File: config.mk
export PLATFORM = sky130hd
export DESIGN_NAME = halfword_store_unit
export DESIGN_NICKNAME = d
export VERILOG_FILES = /design/src/rtl/halfword_store_unit.sv
export SDC_FILE = /design/constraint.sdc
export NUM_CORES = 1
export LEC_CHECK = 0
export CORE_ASPECT_RATIO = 1.1
export CORE_UTILIZATION = 41
export CTS_BUF_LIST = sky130_fd_sc_hd__clkbuf_4 sky130_fd_sc_hd__clkbuf_8
export CTS_CLUSTER_SIZE = 8
export DETAILED_ROUTE_END_ITERATION = 10
export GPL_ROUTABILITY_DRIVEN = 0
export PLACE_DENSITY = 0.79
export SLEW_MARGIN = 5
export SYNTH_ARGS = -nofsm -noshare
export SYNTH_HDL_FRONTEND = slang
export SYNTH_SLANG_ARGS = --single-unit
File: constraint.sdc
create_clock -name clk -period 2.4 [get_ports clk]
set_clock_uncertainty 0.05 [all_clocks]
set_input_delay 0.36 -clock clk [delete_from_list [all_inputs] [get_ports clk]]
set_output_delay 0.36 -clock clk [all_outputs]
set_load 0.02 [all_outputs]
File: src/rtl/halfword_store_unit.sv
// Narrowing store path: writes the low byte or halfword of a 32-bit value into a
// word-wide synchronous memory by read-modify-write, flagging signed overflow.
module halfword_store_unit #(
    parameter int ADDR_W = 8
) (
    input  logic              clk,
    input  logic              rst,
    input  logic              req_valid,
    output logic              req_ready,
    input  logic [ADDR_W+1:0] req_addr,
    input  logic [31:0]       req_data,
    input  logic              req_size,
    output logic [ADDR_W-1:0] mem_addr,
    input  logic [31:0]       mem_rdata,
    output logic [31:0]       mem_wdata,
    output logic              mem_we,
    output logic              done,
    output logic              ovf,
    output logic              misaligned
);

    typedef enum logic [1:0] {
        IDLE,
        RD,
        WR,
        RSP
    } state_t;

    state_t      state;
    logic [1:0]  lane_q;
    logic        size_q;
    logic [31:0] data_q;
    logic        req_misaligned;
    logic        narrow_ovf;
    logic [31:0] merged;

    assign req_misaligned = req_size & req_addr[0];

    // The value fits iff every discarded upper bit equals the new sign bit.
    always_comb begin
        // NOTE: every always_comb output gets a default first, so no path can infer a latch.
        narrow_ovf = 1'b0;
        if (size_q) begin
            narrow_ovf = !((&data_q[31:15]) || (~|data_q[31:15]));
        end else begin
            narrow_ovf = !((&data_q[31:7]) || (~|data_q[31:7]));
        end
    end

    always_comb begin
        merged = mem_rdata;
        if (size_q) begin
            if (lane_q[1]) begin
                merged[31:16] = data_q[15:0];
            end else begin
                merged[15:0] = data_q[15:0];
            end
        end else begin
            unique case (lane_q)
                2'd0: merged[7:0]   = data_q[7:0];
                2'd1: merged[15:8]  = data_q[7:0];
                2'd2: merged[23:16] = data_q[7:0];
                2'd3: merged[31:24] = data_q[7:0];
            endcase
        end
    end

    // Read data only exists during WR, so the write word is merged combinationally there.
    assign mem_wdata = (state == WR) ? merged : 32'd0;

    // NOTE: payload registers carry no reset; they are always loaded before being read.
    always_ff @(posedge clk) begin
        if (state == IDLE && req_valid) begin
            lane_q <= req_addr[1:0];
            size_q <= req_size;
            data_q <= req_data;
        end
    end

    // NOTE: sequential state uses non-blocking assignments so every register samples pre-edge values.
    always_ff @(posedge clk) begin
        if (rst) begin
            state      <= IDLE;
            req_ready  <= 1'b1;
            mem_we     <= 1'b0;
            mem_addr   <= '0;
            done       <= 1'b0;
            ovf        <= 1'b0;
            misaligned <= 1'b0;
        end else begin
            unique case (state)
                IDLE: begin
                    if (req_valid) begin
                        req_ready <= 1'b0;
                        if (req_misaligned) begin
                            state      <= RSP;
                            done       <= 1'b1;
                            misaligned <= 1'b1;
                            ovf        <= 1'b0;
                        end else begin
                            state    <= RD;
                            mem_addr <= req_addr[ADDR_W+1:2];
                        end
                    end
                end
                RD: begin
                    state  <= WR;
                    mem_we <= 1'b1;
                end
                WR: begin
                    state  <= RSP;
                    mem_we <= 1'b0;
                    done   <= 1'b1;
                    ovf    <= narrow_ovf;
                end
                RSP: begin
                    state      <= IDLE;
                    done       <= 1'b0;
                    ovf        <= 1'b0;
                    misaligned <= 1'b0;
                    req_ready  <= 1'b1;
                end
            endcase
        end
    end

endmodule

-- Word level (Yosys, flattened, before mapping)
Index checks and enable logic that the tools add are counted.
- eq/ne operators: 8
- shift-type cells: 0
- bitwise operators: 2
- div/mod/pow operators: 0
- order comparisons: 0
- muxes and demuxes: 22
- add/subtract/negate cells: 0
- multiply operators: 0
- reduce and logical (&&, ||, !) cells: 20
- operators with widths (operator ; count):
    $mux W32 ; 2
    $mux W16 ; 2
    $mux W8 ; 4
    $reduce_and A25 Y1 ; 1
    $reduce_or A25 Y1 ; 1
    $reduce_and A17 Y1 ; 1
    $reduce_or A17 Y1 ; 1
    $reduce_and A3 Y1 ; 3
    $eq A2 B2 Y1 const B ; 4
    $pmux W2 S4 ; 1
    $mux W1 ; 6
    $pmux W1 S2 ; 3
    $pmux W1 S3 ; 2
    $eq A2 B1 Y1 const B ; 2
    $logic_not A1 Y1 ; 4
    $logic_not A2 Y1 ; 2
    $mux W2 ; 2
    $ne A2 B2 Y1 const B ; 2
    $reduce_bool A2 Y1 ; 2
    $reduce_bool A3 Y1 ; 1
    $logic_or A1 B1 Y1 ; 2
    $reduce_and A2 Y1 ; 1
    $and A1 B1 Y1 ; 1
    $logic_and A1 B1 Y1 ; 1
    $not A1 Y1 ; 1
- latch bits: 0
- ROM bits: 0
- RAM bits: 0
- input bits: 78
- memories: 0
- register bits: 50
- output and inout port bits: 45

-- Longest topological paths before layout
- depth in word-level cells: 6
- mapped depth: 6

-- Least setup slack after synthesis
OpenSTA, ideal clock, no wires.
- path kind: flip-flop to flip-flop
- from: register state[0]
- to: register data_q[0], enable pin
- cell stages (with the launch flop): 5
- buffers on the path: 0
- data required time: 1960 ps
- data arrival time: 1461 ps
- slack: 499 ps
- cell sequence: dfxtp_1 -> inv_1 -> ha_1 -> nand2_1 -> inv_1
- cells in the longest elaborated chain, start to end: 2
- RTL lines (item ; line ; text):
    from (decl) ; 29 ; state_t state;
    from (signal assigned) ; 83 ; state <= IDLE;
    from (signal assigned) ; 96 ; state <= RSP;
    from (signal assigned) ; 101 ; state <= RD;
    $logic_not A2 Y1 ; 73 ; if (state == IDLE && req_valid) begin
    $logic_and A1 B1 Y1 ; 73 ;
    to (signal assigned) ; 76 ; data_q <= req_data;
    to (decl) ; 32 ; logic [31:0] data_q;
No other way between the ends.
A chain may end at the register's enable or synchronous reset.

-- Worst setup path in the final report
- from: register size_q
- to: output mem_wdata[15]
- cells in the longest elaborated chain, start to end: 2
- RTL lines (item ; line ; text):
    from (decl) ; 31 ; logic size_q;
    from (signal assigned) ; 75 ; size_q <= req_size;
    $mux W32 ; 52 ; if (size_q) begin
    $mux W32 ; 69 ; assign mem_wdata = (state == WR) ? merged : 32'd0;
    to (decl) ; 15 ; output logic [31:0] mem_wdata,
No other way between the ends.

==> impl_metrics.yaml <==
status:
  status: "finished, final reports clean"
logic_synthesis:
  yosys.area.top_type: "edfxtp_1"
  ys_seq_area_share_pct: 57.3
  synth_area_um2: 2360
  netlist_instances: 217
  yosysTopAreaCellShare_pct: 44.5
  yosys-top-cells-area: "edfxtp_1, dfxtp_1, mux2i_1, a21oi_1, nor2_1"
  ys_warn_count: 0
  syn_nets: 300
  synth_cell_type_count: 34
  avgSynthCellArea_um2: 10.9
  ys_ff_latch: 50
finish:
  antenna_cells: 0
  nets: 434
  final_cell_mix: "clkdlybuf4s50_1, edfxtp_1, dlygate4sd2_1, a21oi_1, nor2_1"
  fillers: 440
  area_delta_synth_final_pct: 62.0
  final_common_cell: "clkdlybuf4s50_1"
  drive_gt1_share_pct: 10.5
power_and_ir_drop:
  p_sw_uw: 953
  powerDensity_nw_per_um2: 719
  p_seq_share_pct: 43.8
  irDropWorstVdd_mv: 0.587
  power_frac_comb_pct: 39.6
  leakagePower_uw: 0.00151
  p_sw_share_pct: 34.7
  clkPwrFrac_pct: 16.6
  intPower_uw: 1790
worst_setup_path:
  cp.required_ns: 1.99
  cp-end-kind: "primary output"
  critPathArrivalTime_ns: 1.90
  reg2reg_slack_ns: 0.73
  critical_path_class: "flop to primary output"
  worst_setup_path_start_kind: "flop"
  crit_fanout: 9
timing:
  max_slew_margin_pct: 76.1
  tns_ns: 0
  max_freq_ghz: 0.433
  finalSetupViolCount: 0
  report.final.slew_viol_count: 0
  min_period_over_period_pct: 96.1
  tightest_slew_ns: 0.357
  period_needed_ns: 2.31
  hold_ws_ns: 0.445
  hold_viol: 0
  rsz0062_at_grt: "no"
routing:
  route.detailed.drc: 0
  routed_wl_um: 6100
  wire_per_inst_um: 14.3
  antenna_left: 0
  first_pass_iters: 4
  vias: 2174
  vias_per_cell: 5.09
  drtIter0Drc: 78
place:
  port_buffers: 122
  place_hpwl_um: 4800
clocking:
  clk_path_buf_depth: 2
  cts_tree: "yes"
  numCtsBuffers: 5
  cts_root_buf: "clkbuf_8"
  cts.htree.levels: 2
  clk_latency_ns: 0.30
  clkTransAtPathRegs_ns: 0.08
  holdBufCountCts: 0
  cts.sinks: 50
die:
  die_w_um: 74.3
  io_pins: 123
  core.rowCount: 28
  coreArea_um2: 5470
  die_y_um: 81.6
  start_util_pct: 43.2
  die_area_um2: 6060
grt:
  grt_pass1_vias: 2059
  antenna_found_initial: 0
  grt.overflow.total: 0
  grt_use_total_pct: 19.9
  grt_max_degree: 20
  grt_pass1_wl_um: 9070
worst_hold_path:
  hold_path_class: "flop to flop"
job:
  max_cap_violations: 0
-- Yosys cell counts, drive strengths merged --
| library cell | n |
|---|---|
| edfxtp | 35 |
| a21oi | 28 |
| nor2 | 26 |
| mux2i | 16 |
| o21ai | 16 |
| dfxtp | 15 |
| nand2 | 12 |
| nand3 | 11 |
| buf | 6 |
| nand4 | 6 |
| nor4 | 6 |
| o22ai | 6 |
| ha | 5 |
| inv | 5 |
| a211oi | 3 |
| clkbuf | 3 |
| nand2b | 3 |
| and3 | 2 |
| nand3b | 2 |
| o221a | 2 |
| a21bo | 1 |
| a311oi | 1 |
| clkinv | 1 |
| nor3 | 1 |
| o21bai | 1 |
| o22a | 1 |
| o31ai | 1 |
| or3 | 1 |
| or3b | 1 |
-- flip-flops by register name (all words and copies together), names as in the netlist --
register	count
data_q	32
mem_addr	8
lane_q	2
state	2
done	1
mem_we	1
misaligned	1
ovf	1
req_ready	1
size_q	1
-- power groups by stage --
| stage | Combinational (uW) | Sequential [uW] | Clock (uW) |
|---|---|---|---|
| 4_1_cts | 1090 | 1200 | 474 |
| 3_5_place_dp | 1100 | 1220 | 0 |
| 2_1_floorplan | 568 | 1230 | 0 |
| 3_3_place_gp | 1090 | 1210 | 0 |
| 6_report | 1090 | 1200 | 455 |
| 5_1_grt | 1180 | 1220 | 504 |
-- path summary, 6_finish.rpt --
kind	startpoint	endpoint	depth (start not counted)
worst min-delay path	mem_we$_SDFFE_PP0P_	mem_we$_SDFFE_PP0P_	2
worst max-delay path	size_q$_DFFE_PP_	mem_wdata[15]	4
worst min register to register	mem_we$_SDFFE_PP0P_	mem_we$_SDFFE_PP0P_	2
worst max register to register	state[0]$_SDFFE_PP0P_	mem_addr[2]$_SDFFE_PP0P_	6
-- layer usage --
layer  GRT usage, %  wire length, um
met1           21.1             2370
met2           37.2             3000
met3           6.50              651
met4           6.23               83
met5              0                0
-- what timing repair did --
action,CTS,global route
setup endpoints to repair,32,4
buffers inserted,5,0
gates resized for setup,42,2
pin swaps,1,0
-- worst max-delay path: stages, from the launching register on --
cell,delay [ns]
edfxtp_1,0.47
nand2b_2,0.31
o22a_1,0.26
o221a_1,0.24
dlygate4sd2_1,0.32
-- per-stage QoR --
stage	instances	instance area (um^2)	setup slack [ns]	power [uW]	utilization [%]
3_5_place_dp	414	3690	0.0984	2320	67.6
6_report	427	3820	0.0931	2750	70.0
4_1_cts	427	3810	0.0591	2760	69.7
3_3_place_gp	414	3690	0.151	2290	67.6
2_1_floorplan	217	2360	0.499	1800	-
5_1_grt	427	3820	0.00205	2910	70.0
-- cell type report --
| cell class | instances | area (um^2) | area share, % |
|---|---|---|---|
| sequential | 50 | 1350 | 35.3 |
| timing repair buffer | 136 | 1290 | 33.6 |
| multi-input combinational | 152 | 981 | 25.7 |
| tap | 75 | 93.8 | 2.45 |
| clock buffer | 5 | 68.8 | 1.80 |
| inverter | 6 | 26.3 | 0.687 |
| clock inverter | 3 | 16.3 | 0.425 |
-- cells by family (layout without fill, tap and decap cells) --
kind of cell | count (synthesis) | count (layout) | synth area share, %
multiplexers | 16 | 16 | 6.79
AO/OA/AOI/OAI | 60 | 60 | 15.7
AND/OR/NAND/NOR | 71 | 71 | 14.6
flip-flops | 50 | 50 | 57.3
buffers and inverters | 15 | 150 | 2.97
adder cells (fa/ha/maj) | 5 | 5 | 2.65
No activity file was read; power rests on OpenSTA's default activity.
